File: src/rtl/serial_adder_pkg.sv
//------------------------------------------------------------------------------
// Module : serial_adder_pkg
// Purpose: Shared types and helpers for the bit-serial adder.
//          - state_t   : FSM state encoding (IDLE=0, RUN=1, DONE=2), 2 bits
//          - cnt_width : width of the bit counter for a given operand width
// Ports  : none (package)
// Rev    : 1.0  initial release
//------------------------------------------------------------------------------
`default_nettype none

package serial_adder_pkg;

  typedef enum logic [1:0] {
    IDLE = 2'd0,
    RUN  = 2'd1,
    DONE = 2'd2
  } state_t;

  // Bit counter width; it only ever has to reach width-1.
  function automatic int cnt_width(input int width);
    return $clog2(width);
  endfunction

endpackage : serial_adder_pkg

`default_nettype wire

File: src/rtl/serial_adder_if.sv
//------------------------------------------------------------------------------
// Module : serial_adder_if
// Purpose: Request/result bundle between an operand source and the serial
//          adder.
// Ports  : start, A, B, Cin       - request side (driven by the master)
//          busy, done, Sum, Carry - status/result side (driven by the slave)
// Params : WIDTH - operand/sum width in bits
// Rev    : 1.0  initial release
//------------------------------------------------------------------------------
`default_nettype none

interface serial_adder_if #(
  parameter int WIDTH = 8
) ();

  logic             start;
  logic [WIDTH-1:0] A;
  logic [WIDTH-1:0] B;
  logic             Cin;
  logic             busy;
  logic             done;
  logic [WIDTH-1:0] Sum;
  logic             Carry;

  // Operand source / result consumer.
  modport master (
    output start,
    output A,
    output B,
    output Cin,
    input  busy,
    input  done,
    input  Sum,
    input  Carry
  );

  // The adder itself.
  modport slave (
    input  start,
    input  A,
    input  B,
    input  Cin,
    output busy,
    output done,
    output Sum,
    output Carry
  );

endinterface : serial_adder_if

`default_nettype wire

File: src/rtl/serial_adder_fa.sv
//------------------------------------------------------------------------------
// Module : FullAdder
// Purpose: One-bit full adder cell, purely combinational.
// Ports  : A, B, C (in, 1)  - addend bits and carry-in
//          Sum     (out, 1) - A ^ B ^ C
//          Carry   (out, 1) - majority(A, B, C)
// Rev    : 1.0  initial release
//------------------------------------------------------------------------------
`default_nettype none

module FullAdder (
  output logic Sum,
  output logic Carry,
  input  logic A,
  input  logic B,
  input  logic C
);

  logic half_sum;

  assign half_sum = A ^ B;
  assign Sum      = half_sum ^ C;
  assign Carry    = (A & B) | (C & half_sum);

endmodule : FullAdder

`default_nettype wire

File: src/rtl/serial_adder.sv
//------------------------------------------------------------------------------
// Module : serial_adder
// Purpose: Bit-serial WIDTH-bit adder. Operands and carry-in are loaded in
//          parallel, pushed LSB first through a single FullAdder with the
//          carry held in a flop, and the WIDTH-bit sum plus carry-out are
//          returned in parallel. One addition every WIDTH+2 cycles.
// Ports  : clk   (in, 1)  rising-edge clock
//          rst_n (in, 1)  synchronous active-low reset
//          bus   (slave)  start/A/B/Cin in; busy/done/Sum/Carry out
// Params : WIDTH - operand/sum width, >= 2
// Rev    : 1.0  initial release
//------------------------------------------------------------------------------
`default_nettype none

module serial_adder
  import serial_adder_pkg::*;
#(
  parameter int WIDTH = 8
) (
  input  logic           clk,
  input  logic           rst_n,
  serial_adder_if.slave  bus
);

  localparam int             CNT_W    = cnt_width(WIDTH);
  localparam logic [CNT_W-1:0] CNT_LAST = CNT_W'(WIDTH - 1);
  localparam logic [CNT_W-1:0] CNT_ONE  = CNT_W'(1);

  // FSM
  state_t state;
  state_t state_nx;

  // Decoded control from the FSM
  logic accept;      // start taken in IDLE this cycle
  logic last_bit;    // final RUN cycle, result lands on this edge
  logic run_busy;
  logic done_pulse;

  // Datapath
  logic [WIDTH-1:0] a_sh;
  logic [WIDTH-1:0] b_sh;
  logic [WIDTH-1:0] s_sh;
  logic             cy_q;
  logic [CNT_W-1:0] cnt;
  logic [WIDTH-1:0] sum_q;
  logic             carry_q;

  logic fa_sum;
  logic fa_carry;

  //--------------------------------------------------------------------------
  // The single full-adder cell; always looks at the current LSBs and carry.
  //--------------------------------------------------------------------------
  FullAdder u_fa (
    .Sum   (fa_sum),
    .Carry (fa_carry),
    .A     (a_sh[0]),
    .B     (b_sh[0]),
    .C     (cy_q)
  );

  //--------------------------------------------------------------------------
  // FSM state register
  //--------------------------------------------------------------------------
  always_ff @(posedge clk) begin
    if (!rst_n) begin
      state <= IDLE;
    end else begin
      state <= state_nx;
    end
  end

  //--------------------------------------------------------------------------
  // FSM next-state and decoded outputs
  //--------------------------------------------------------------------------
  always_comb begin
    state_nx   = state;
    accept     = 1'b0;
    last_bit   = 1'b0;
    run_busy   = 1'b0;
    done_pulse = 1'b0;

    case (state)
      IDLE: begin
        if (bus.start) begin
          accept   = 1'b1;
          state_nx = RUN;
        end
      end

      RUN: begin
        run_busy = 1'b1;
        if (cnt == CNT_LAST) begin
          last_bit = 1'b1;
          state_nx = DONE;
        end
      end

      DONE: begin
        done_pulse = 1'b1;
        state_nx   = IDLE;
      end

      default: begin
        state_nx = IDLE;
      end
    endcase
  end

  //--------------------------------------------------------------------------
  // Shift registers, carry flop, bit counter and result registers
  //--------------------------------------------------------------------------
  always_ff @(posedge clk) begin
    if (!rst_n) begin
      a_sh    <= '0;
      b_sh    <= '0;
      s_sh    <= '0;
      cy_q    <= 1'b0;
      cnt     <= '0;
      sum_q   <= '0;
      carry_q <= 1'b0;
    end else begin
      if (accept) begin
        a_sh <= bus.A;
        b_sh <= bus.B;
        cy_q <= bus.Cin;
        cnt  <= '0;
      end else if (state == RUN) begin
        a_sh <= {1'b0, a_sh[WIDTH-1:1]};
        b_sh <= {1'b0, b_sh[WIDTH-1:1]};
        // Sum bits enter at the MSB so that after WIDTH shifts bit 0 of the
        // result sits at the LSB.
        s_sh <= {fa_sum, s_sh[WIDTH-1:1]};
        cy_q <= fa_carry;
        // Wrap on the final bit so the counter never passes WIDTH-1, even
        // when WIDTH is not a power of two.
        cnt  <= last_bit ? '0 : (cnt + CNT_ONE);
      end

      // The last sum bit is still on the adder output here, so the result
      // is assembled from it directly rather than from s_sh.
      if (last_bit) begin
        sum_q   <= {fa_sum, s_sh[WIDTH-1:1]};
        carry_q <= fa_carry;
      end
    end
  end

  //--------------------------------------------------------------------------
  // Outputs
  //--------------------------------------------------------------------------
  assign bus.busy  = run_busy;
  assign bus.done  = done_pulse;
  assign bus.Sum   = sum_q;
  assign bus.Carry = carry_q;

endmodule : serial_adder

`default_nettype wire
File: src/flat_wrapper.sv
// flat-port wrapper written by rule: the top's interface ports become plain ports
module serial_adder_flat import serial_adder_pkg::*;
#(
  parameter int WIDTH = 8
)
  (clk, rst_n, bus_start, bus_A, bus_B, bus_Cin, bus_busy, bus_done, bus_Sum, bus_Carry);
  serial_adder_if #(.WIDTH(WIDTH)) bus_i ();
  input  logic clk;
  input  logic rst_n;
  input wire logic [$bits(bus_i.start)-1:0] bus_start;
  input wire logic [$bits(bus_i.A)-1:0] bus_A;
  input wire logic [$bits(bus_i.B)-1:0] bus_B;
  input wire logic [$bits(bus_i.Cin)-1:0] bus_Cin;
  output wire logic [$bits(bus_i.busy)-1:0] bus_busy;
  output wire logic [$bits(bus_i.done)-1:0] bus_done;
  output wire logic [$bits(bus_i.Sum)-1:0] bus_Sum;
  output wire logic [$bits(bus_i.Carry)-1:0] bus_Carry;
  assign bus_i.start = bus_start;
  assign bus_i.A = bus_A;
  assign bus_i.B = bus_B;
  assign bus_i.Cin = bus_Cin;
  assign bus_busy = bus_i.busy;
  assign bus_done = bus_i.done;
  assign bus_Sum = bus_i.Sum;
  assign bus_Carry = bus_i.Carry;
  serial_adder #(.WIDTH(WIDTH)) u_core (.clk(clk), .rst_n(rst_n), .bus(bus_i));
endmodule
File: config.mk
export PLATFORM = sky130hd
export DESIGN_NAME = serial_adder_flat
export DESIGN_NICKNAME = d
export VERILOG_FILES = /design/src/rtl/serial_adder_pkg.sv /design/src/rtl/serial_adder_if.sv /design/src/rtl/serial_adder_fa.sv /design/src/rtl/serial_adder.sv /design/src/flat_wrapper.sv
export SDC_FILE = /design/constraint.sdc
export NUM_CORES = 1
export LEC_CHECK = 0
export ABC_AREA = 1
export CAP_MARGIN = 10
export CORE_MARGIN = 2
export CORE_UTILIZATION = 51
export CTS_CLUSTER_SIZE = 25
export DETAILED_ROUTE_END_ITERATION = 12
export GPL_TIMING_DRIVEN = 0
export PLACE_DENSITY = 0.78
export SETUP_SLACK_MARGIN = 0.5
export SYNTH_ARGS = -nofsm -noshare
export SYNTH_HDL_FRONTEND = slang
export SYNTH_HIERARCHICAL = 1
export SYNTH_SLANG_ARGS = --single-unit
File: constraint.sdc
create_clock -name clk -period 1.6 [get_ports clk]
set_input_delay 0.24 -clock clk [delete_from_list [all_inputs] [get_ports clk]]
set_output_delay 0.24 -clock clk [all_outputs]
set_load 0.02 [all_outputs]
# [Yosys cells after proc, flatten, opt, wreduce, memory -nomap -nowiden]
# Index checks and enable logic that the tools add are counted.
[op_classes] muxes=16 n_addsub=1 bitwise_logic=7 n_reduce_logical=5 eq_ne=5
[ops] op="8-bit 2-to-1 mux" n=4
[ops] op="1-bit 2-to-1 mux" n=8
[ops] op="2-bit 2-to-1 mux" n=2
[ops] op="2-bit case mux with 2 select lines" n=1
[ops] op="2-bit AND reduction" n=2
[ops] op="3-bit by 1-bit adder with 3-bit output (second input constant)" n=1
[ops] op="3-bit equality test (second input constant)" n=1
[ops] op="3-bit 2-to-1 mux" n=1
[ops] op="1-bit bitwise AND" n=2
[ops] op="2-bit by 1-bit equality test with 1-bit output (second input constant)" n=1
[ops] op="2-bit equality test (second input constant)" n=1
[ops] op="2-bit logical NOT" n=1
[ops] op="2-bit by 1-bit != test with 1-bit output (second input constant)" n=1
[ops] op="2-bit != test (second input constant)" n=1
[ops] op="1-bit NOT" n=2
[ops] op="2-bit nonzero test" n=1
[ops] op="2-bit OR reduction" n=1
[ops] op="1-bit XOR" n=2
[ops] op="1-bit bitwise OR" n=1
[totals] input_bits=20 reg_bits=39

# [Logic depth before layout (Yosys ltp)]
# Gate-level depths: netlist of the first run.
[logic_depth] depth_word=5 depth_mapped=8

# [By module]
# The synthesis of the first run kept the hierarchy.
[by_module_without_submodules] module="serial_adder" instances=1 area_per_inst_um2=1649.1 seq_area_each_um2=760.7 cells_per_inst=239
[by_module_without_submodules] module="FullAdder" instances=1 area_per_inst_um2=20.0 seq_area_each_um2=0.0 cells_per_inst=1

# [Least setup slack after synthesis of the first run]
# Ideal clock, no wire load.
[synth_timing] kind="register -> register" start="register u_core.cnt[0]" end="register u_core.carry_q, in the netlist u_core/bus.Carry" setup_slack_ns=0.436 path_stages_with_launch=8 setup_ns=0.113 path_buffers=0 t_arrival_ns=1.051 period_less_slack_ns=1.164 path_cell_list="dfxtp_1 -> ha_1 -> ha_1 -> inv_1 -> nor2_4 -> inv_2 -> nor2_1 -> nor2_1"
[synth_via] elab_chain_len=3
[synth_lines] item="from (decl)" line="serial_adder.sv:44" text="logic [CNT_W-1:0] cnt;"
[synth_lines] item="from (signal assigned)" line="serial_adder.sv:137" text="cnt <= last_bit ? '0 : (cnt + CNT_ONE);"
[synth_lines] item="3-bit equality test" line="serial_adder.sv:93" text="if (cnt == CNT_LAST) begin"
[synth_lines] item="1-bit 2-to-1 mux" line="serial_adder.sv:93"
[synth_lines] item="1-bit 2-to-1 mux" line="serial_adder.sv:83" text="case (state)"
[synth_lines] item="to (signal assigned)" line="serial_adder.sv:144" text="carry_q <= fa_carry;"
[synth_lines] item="to (decl)" line="serial_adder.sv:46" text="logic carry_q;"
# No other way between the ends.
# A chain may end at the register's enable or synchronous reset.

# [Worst setup path in the final report of the first run]
[layout_timing] start="register u_core.state[1]" end="output port bus_busy"
[layout_via] elab_chain_len=2
[layout_lines] item="from (decl)" line="serial_adder.sv:30" text="state_t state;"
[layout_lines] item="from (signal assigned)" line="serial_adder.sv:69" text="state <= state_nx;"
[layout_lines] item="2-bit by 1-bit equality test with 1-bit output" line="serial_adder.sv:83"
[layout_lines] item="1-bit 2-to-1 mux" line="serial_adder.sv:83"
[layout_lines] item="to (decl)" line="flat_wrapper.sv:14" text="output wire logic [$bits(bus_i.busy)-1:0] bus_busy;"
# No other way between the ends.

==> results of run 1 <==
==> layout make-up <==
| type | instances | area [um2] |
|---|---|---|
| Timing Repair Buffer | 38 | 398 |
| Multi-Input combinational cell | 167 | 857 |
| Buffer | 13 | 111 |
| Clock buffer | 7 | 55.1 |
| Fill cell | 235 | 719 |
| Tap cell | 44 | 55.1 |
| Clock inverter | 1 | 5.00 |
| Sequential cell | 38 | 782 |
| Inverter | 22 | 95.1 |
==> worst max-delay path: stages (launching register included) <==
cell and delay [ns]:
dfxtp_2 0.35, inv_4 0.08, nand2_4 0.07, inv_6 0.06
buf_6 0.10
==> metrics by stage <==
step	hold slack [ns]	total power, W	setup TNS, ns	utilization [%]
2_1_floorplan	0.381	0.00126	0	-
3_3_place_gp	0.453	0.00136	-0.0803	66.7
3_5_place_dp	0.454	0.00137	-0.00585	66.7
4_1_cts	0.446	0.00191	0	71.4
5_1_grt	0.443	0.00206	0	76.6
6_report	0.424	0.00196	0	76.6
==> power by group through the flow <==
stage               logic [W]  clock network (W)  registers (W)
floorplan            0.000209                  0        0.00105
detailed placement   0.000309                  0        0.00106
CTS                  0.000341           0.000529        0.00104
global placement     0.000305                  0        0.00106
global route         0.000426           0.000576        0.00105
finish               0.000388           0.000532        0.00105
==> final timing paths <==
kind,endpoint,slack [ns],cells past startpoint
worst max-delay path,bus_busy,0.35,4
worst min-delay path,u_core/a_sh[7]$_SDFFE_PN0P_,0.42,4
worst max register to register,u_core/b_sh[4]$_SDFFE_PN0P_,0.37,8
worst min register to register,u_core/bus.Sum[1]$_SDFFE_PN0P_,0.47,2
==> kinds of logic after synthesis <==
group | Yosys count | synth area share [%]
and+or+nand+nor | 115 | 28.0
adders and majority gates | 3 | 2.70
buffers and inverters | 35 | 8.84
AOI/OAI and AO/OA | 49 | 14.8
DFF | 38 | 45.6
==> sequential cells by signal, summed over array words and instances, names as in the netlist <==
signal	cells
u_core/a_sh	8
u_core/b_sh	8
u_core/bus.Sum	8
u_core/s_sh	7
u_core/cnt	3
u_core/state	2
u_core/bus.Carry	1
u_core/cy_q	1
==> metal layers <==
layer | up-vias | wire [um] | track usage (%)
li1 | 859 | - | -
met3 | 12 | 234 | 6.93
met2 | 37 | 1960 | 35.7
met5 | - | 0 | 0
met1 | 762 | 1980 | 32.2
met4 | 0 | 89 | 7.76
==> synth_stat cells <==
library cell,instances
clkbuf_1,6
nand2_1,34
o21ai_1,27
ha_1,2
buf_2,4
fa_1,1
inv_1,18
dfxtp_1,38
inv_2,4
nand2_2,1
nand3_1,21
nor2_1,58
buf_4,3
o21a_1,1
a21oi_1,20
o21ai_0,1
nor2_4,1
==> what timing repair did <==
action | in CTS | in global routing
pin swaps | 5 | 4
endpoints found under the setup margin | 49 | 49
buffers inserted | 5 | 1
gates cloned | 1 | 1
gates resized for setup | 82 | 52
==> impl_metrics.toml, run 1 <==
[setup_path]
end_kind = "primary output"
crit_required_ns = 1.36
cp-startpoint = "u_core/state[1]$_SDFFE_PN0P_"
r2r_start = "u_core/state[1]$_SDFFE_PN0P_"
path_max_fanout = 3
critical_path_class = "register to primary output"
arrival_ns = 1.01
critPathLaunchType = "register"

[synthesis]
synth_area_per_cell_um2 = 6.95
synth_area_leaders = "dfxtp_1 46%, nor2_1 13%, o21ai_1 8.1%"
synth.distinct_cells = 17
synth_cells = 240
syn_nets = 263
ys_seq_area_share_pct = 45.6
ys_warn_count = 6
ys_ff_latch = 38
synth.top_cell.area_share_pct = 45.6
synth_top_area_cell = "dfxtp_1"
synth_area_um2 = 1670

[timing]
max_freq_mhz = 803
setup_slack_ns = 0.355
period_share_pct = 77.8
setup-violations-final = 0
post-route-min-period_ns = 1.25
fin_worst_skew_ns = 0.0159
rsz0062_at_grt = "true"
slew_viol_final = 0
worstMarginPinSlew_ns = 0.360
slew_headroom_pct = 75.8
hold_violations = 0

[floorplanning]
start_util_pct = 54.2
die_h_um = 61.2
io_pins = 31
die-area_um2 = 3750
rows = 20
die_x_um = 61.2
coreArea_um2 = 3080

[placed_design]
port_buffers = 30
place_ws_ns = -0.00477
place_congestion = 0.774
place_area_um2 = 2050
hpwl_um = 2540
numPlacedInstances = 314

[route]
drc = 0
drt_wl_total_um = 4260
first_iter_violations = 113
via_per_inst = 5.06
drtAntennaViolNets = 0
firstDrtPassIters = 4
vias = 1670
wl_per_cell_um = 12.9

[power]
p_clk_share_pct = 27.1
p_switching_w = 0.000566
pwr-share-comb_pct = 19.7
power_frac_seq_pct = 53.2
p_sw_share_pct = 28.8
p_int_w = 0.00140
p_leak_nw = 1.04
p_per_area_nw_per_um2 = 833
vdd_ir_drop_max_mv = 0.667

[clocking]
numCtsBuffers = 5
clk_path_buf_depth = 2
clock_latency_ns = 0.36
cts-hold-fix-buffers = 0
cts_tree = "built"
cts.sinks = 38
path_clk_slew_ns = 0.12
cts.htree.levels = 2
cts-root-buf = "clkbuf_4"

[finish]
final_layout_size_suffix_gt1_share_pct = 26.2
area_growth_pct = 41.3
num_antenna_cells = 0
layout_common_cells = "55 x nor2_1, 28 x nand2_1, 25 x o21ai_1, 23 x dfxtp_1, 21 x nand3_1"
design_area_um2 = 2360
fin_nets = 308
fin_cells = 330
layout.cells.most_common = "nor2_1"

[job]
maxCapViolations = 0

[global_routing]
overflow = 0
track_usage_pct = 23.5
antenna_found_initial = 0
grt_max_degree = 12
grt_pass1_vias = 1403
grt_first_pass_wirelength_um = 6380

[min_path]
hp-class = "primary input to register"
hold_start = "bus_start"

[run_status]
status = "complete, no violations"
Note: power is estimated with default switching activity, not from simulation.
==> run 2, diff against run 1 <==
- CORE_UTILIZATION: 51 -> 46
- PLACE_DENSITY: 0.78 -> 0.75
- clock period: 1.6 -> 1.04 ns (I/O delays scaled with it)
==> run 2 against run 1 <==
The run now ends with negative setup slack left. Hold slack got worse by 0.065 ns. Register-to-register slack lost 0.55 ns. Clock-buffer cell count shrank 1. Routed wire length grew 8.9%. Worst setup slack got worse by 0.55 ns. Combinational power is 84% higher. Design area up 10%. Sequential power is 53% higher. Critical path depth up 2. Via count increased by 5.0%. Die area increased by 10%. Largest power group unchanged.
==> impl_metrics.toml, run 2 (synthesis results as in run 1) <==
[finish]
layout.cells.most_common = "nor2_1"
layout_common_cells = "48 x nor2_1, 26 x buf_6, 23 x nand2_1, 23 x dfxtp_1, 19 x clkdlybuf4s50_1"
fin_nets = 318
multiInputGateArea_um2 = 1010
ff_latch_area_um2 = 785
final_layout_size_suffix_gt1_share_pct = 39.9
fillers = 249
num_antenna_cells = 0
area_growth_pct = 55.4
design_area_um2 = 2590

[timing]
rsz0062_at_grt = "true"
setup_slack_ns = -0.192
max_freq_mhz = 812
worstMarginPinSlew_ns = 0.318
fin_worst_skew_ns = 0.0170
post-route-min-period_ns = 1.23
slew_viol_final = 0
hold_ws_ns = 0.359
period_share_pct = 118
setup-violations-final = 40
slew_headroom_pct = 78.7
hold_violations = 0

[run_status]
violations = "negative setup slack"
status = "complete, but fails checks"

[setup_path]
crit_required_ns = 1.34
crit_cells = 6
critical_path_class = "primary input to register"
r2r_end = "u_core/b_sh[5]$_SDFFE_PN0P_"
r2r_slack_ns = -0.18
path_delay_family = "buffers and inverters"
path_cells = "clkdlybuf4s50_1 > clkbuf_2 > nand3_1 > nand2_2 > nor2_2 > nor2_1"
path_max_fanout = 10
r2r_start = "u_core/state[1]$_SDFFE_PN0P_"
critPathBufInv = 2
critPathLaunchType = "primary input"
crit_slowest_cell = "clkdlybuf4s50_1"
reg2reg_depth = 7
end_kind = "register"
critPathMaxStageDelay_ns = 0.65
arrival_ns = 1.53

[clocking]
cts.htree.levels = 2
cts-hold-fix-buffers = 0
path_clk_slew_ns = 0.12
clock_latency_ns = 0.35
numCtsBuffers = 5
cts_tree = "built"
cts-root-buf = "clkbuf_4"
cts.sinks = 38
clk_path_buf_depth = 2

[global_routing]
grt_max_degree = 13
antenna_found_initial = 0
grt_use_met3_pct = 7.75
overflow = 0
grt_busiest_layer = "met2"
grt_pass1_vias = 1522
grt_first_pass_wirelength_um = 6890
use_met2_pct = 31.6
met1_usage_pct = 29.9
track_usage_pct = 21.7

[floorplanning]
io_pins = 31
die-area_um2 = 4130
die_h_um = 64.2
die_x_um = 64.2
start_util_pct = 48.9
rows = 21
coreArea_um2 = 3420

[power]
p_total_w = 0.00316
p_per_area_nw_per_um2 = 1220
vdd_ir_drop_max_mv = 1.23
p_leak_nw = 1.11

[route]
drtAntennaViolNets = 0
first_iter_violations = 165
vias = 1754
drt_wl_total_um = 4640
wl_per_cell_um = 13.6
drc = 0
via_per_inst = 5.13
firstDrtPassIters = 5

[placed_design]
hpwl_um = 2610
place_area_um2 = 2150
port_buffers = 30
place_congestion = 0.783

[min_path]
holdPathEnd = "u_core/b_sh[7]$_SDFFE_PN0P_"
hold_depth = 3
hold_start = "bus_B[7]"
hp-class = "primary input to register"

[job]
maxCapViolations = 0
[run 2: how the worst max path moves through the flow]
stage / start / end
after CTS: u_core/state[1]$_SDFFE_PN0P_ / bus_busy
after global routing: u_core/state[1]$_SDFFE_PN0P_ / u_core/b_sh[1]$_SDFFE_PN0P_
after global placement: bus_start / u_core/b_sh[0]$_SDFFE_PN0P_
after detailed placement: bus_start / u_core/b_sh[2]$_SDFFE_PN0P_
after floorplan: u_core/cnt[1]$_SDFFE_PP0N_ / u_core/bus.Carry$_SDFFE_PN0P_
final: bus_start / u_core/b_sh[5]$_SDFFE_PN0P_
[run 2: metrics by stage]
stage               util (%)  std cells  setup slack, ns  TNS [ns]
detailed placement      63.0        316           -0.511    -17.41
global route            75.9        342           -0.257     -6.94
global placement        63.0        316           -0.500    -17.05
CTS                     70.7        337           -0.133     -2.74
finish                  75.9        342           -0.192     -4.03
floorplan                  -        240          -0.0511    -0.320
[run 2: repair_timing]
action                     in CTS  in global routing
pin swaps                       5                 21
resized for setup              98                 41
setup endpoints to repair      49                 49
cloned                          3                  3
setup buffers                  10                  2
[run 2: metal layers]
metal | wire length, um | part of all wire (%)
met1 | 2060 | 44
met2 | 2220 | 48
met3 | 302 | 6.5
met4 | 61 | 1.3
met5 | 0 | 0
[run 2: tightest hold or removal path: stages]
cell and delay [ns]:
clkdlybuf4s50_1 0.41, nand2_2 0.07, a21oi_2 0.04
[run 2: report_power, final]
group / leakage, nW / internal [W] / switching, W
logic: 0.756 / 0.000338 / 0.000378
clock network: 0.0386 / 0.000327 / 0.000504
registers: 0.319 / 0.00154 / 0.0000721
[run 2: area by class of cell]
type	count	area share (%)
Inverter	22	3.76
Buffer	13	4.20
Timing Repair Buffer	48	18.4
Multi-Input combinational cell	167	38.8
Clock buffer	6	1.98
Tap cell	46	2.22
Sequential cell	38	30.2
Clock inverter	2	0.434
==> run 3, diff against run 2 <==
- CORE_UTILIZATION: 46 -> 51
- PLACE_DENSITY: 0.75 -> 0.78
- SKIP_CTS_REPAIR_TIMING: not set -> 1
- clock period: 1.04 -> 1.25 ns (I/O delays scaled with it)
==> run 3 against run 2 <==
The run still ends with negative setup slack left. Sequential power shrank 17%. Register-to-register slack gained 0.16 ns. Worst setup slack gained 0.17 ns. Clock-buffer cell count is the same. Hold slack lost 0.11 ns. Utilization grew 6.6 points. Flip-flop and latch count is the same. Critical path type is now register to primary output. Critical endpoint is now bus_busy. Largest cell class unchanged.
==> impl_metrics.toml, run 3 (synthesis results as in run 1) <==
[power]
p_total_w = 0.00302
vdd_ir_drop_max_mv = 0.735
p_leak_nw = 1.10
p_per_area_nw_per_um2 = 1190

[timing]
post-route-min-period_ns = 1.28
hold_violations = 0
setup_slack_ns = -0.0268
worstMarginPinSlew_ns = 0.485
setup-violations-final = 5
slew_viol_final = 0
slew_headroom_pct = 67.7
period_share_pct = 102
max_freq_mhz = 783
fin_worst_skew_ns = 0.00657
hold_ws_ns = 0.246
rsz0062_at_grt = "true"

[clocking]
cts.htree.levels = 2
cts-root-buf = "clkbuf_4"
path_clk_slew_ns = 0.12
clk_path_buf_depth = 2
numCtsBuffers = 5
cts.sinks = 38
clock_latency_ns = 0.36
cts_tree = "built"

[global_routing]
grt_pass1_vias = 1432
grt_max_degree = 13
grt_first_pass_wirelength_um = 6200
antenna_found_initial = 0
overflow = 0
track_usage_pct = 22.9

[floorplanning]
die_h_um = 61.2
coreArea_um2 = 3080
die-area_um2 = 3750
die_x_um = 61.2
rows = 20
start_util_pct = 54.2
io_pins = 31

[route]
via_per_inst = 5.20
drc = 0
wl_met2_um = 2280
dr_wl_met3_um = 178
wl_per_cell_um = 13.9
firstDrtPassIters = 4
vias = 1725
first_iter_violations = 127
routed.top_layer = "met4"
drtAntennaViolNets = 0
drt_wl_total_um = 4630
wl_met1_um = 2090

[placed_design]
port_buffers = 30
place_congestion = 0.801
hpwl_um = 2570
place_ws_ns = -0.330

[setup_path]
critical_path_class = "register to primary output"
arrival_ns = 1.09
end_kind = "primary output"
crit_required_ns = 1.06
critPathLaunchType = "register"
r2r_start = "u_core/cnt[0]$_SDFFE_PP0N_"
cp-startpoint = "u_core/state[1]$_SDFFE_PN0P_"
r2r_end = "u_core/bus.Carry$_SDFFE_PN0P_"
crit_end = "bus_busy"
r2r_slack_ns = -0.02
reg2reg_depth = 7
path_max_fanout = 8

[finish]
fin_nets = 310
layout.cells.most_common = "nor2_1"
area_growth_pct = 52.2
final_layout_size_suffix_gt1_share_pct = 34.7
layout_common_cells = "50 x nor2_1, 23 x dfxtp_1, 21 x nand3_1, 20 x o21ai_1, 20 x a21oi_1"
fillers = 207
num_antenna_cells = 0

[min_path]
hp-class = "primary input to register"

[run_status]
violations = "negative setup slack"
status = "complete, but fails checks"

[job]
maxCapViolations = 0
## run 3: cell types whose count changed in the layout (fill, tap and decap cells not counted), sizes merged
cell           before  now
clkinv              1    0
dlymetal6s2s        0    2
clkbuf             12   14
clkdlybuf4s50      19   17
inv                23   22
bufinv              0    2
buf                36   26
## run 3: critical path, cell delays in order, from the launching register on
cell     delay [ns]
dfxtp_4        0.39
inv_8          0.08
nand2_8        0.07
inv_8          0.08
buf_6          0.11
## run 3: metal layers
| metal | up-vias | global-route usage, % |
|---|---|---|
| met5 | - | 0 |
| met4 | 0 | 12.1 |
| met3 | 6 | 5.04 |
| met2 | 44 | 36.5 |
| met1 | 812 | 29.0 |
| li1 | 863 | - |
## run 3: area by class of cell
type	instances	area, um2	share of cell area, %
clock inverter	2	60.1	2.36
sequential	38	787	31.0
tap	44	55.1	2.17
clock buffer	6	51.3	2.02
timing repair buffer	40	420	16.6
inverter	22	103	4.04
buffer	13	113	4.43
multi-input combinational	167	951	37.4
## run 3: worst min path at each step
stage / cells past startpoint / slack, ns / start / endpoint
floorplan: 2 / 0.33 / rst_n / u_core/cy_q$_SDFFE_PN0P_
global placement: 2 / 0.46 / u_core/bus.Sum[7]$_SDFFE_PN0P_ / u_core/bus.Sum[7]$_SDFFE_PN0P_
detailed placement: 2 / 0.46 / u_core/s_sh[2]$_SDFFE_PN0P_ / u_core/bus.Sum[1]$_SDFFE_PN0P_
CTS: 3 / 0.36 / bus_A[7] / u_core/a_sh[7]$_SDFFE_PN0P_
global route: 3 / 0.26 / rst_n / u_core/cy_q$_SDFFE_PN0P_
finish: 3 / 0.25 / rst_n / u_core/cy_q$_SDFFE_PN0P_
## run 3: where the power goes
group / switching, W / internal [W] / leakage, nW
combinational: 0.000297 / 0.000262 / 0.724
sequential: 0.0000612 / 0.00128 / 0.319
clock: 0.000439 / 0.000677 / 0.0585
## run 3: metrics by stage
step,util (%),instance area [um2],TNS (ns),std cells
floorplan,-,1780,0,240
global route,82.5,2540,-0.987,332
detailed placement,69.4,2140,-10.32,314
finish,82.5,2540,-0.0710,332
CTS,73.0,2250,-3.42,322
global placement,69.4,2140,-9.63,314
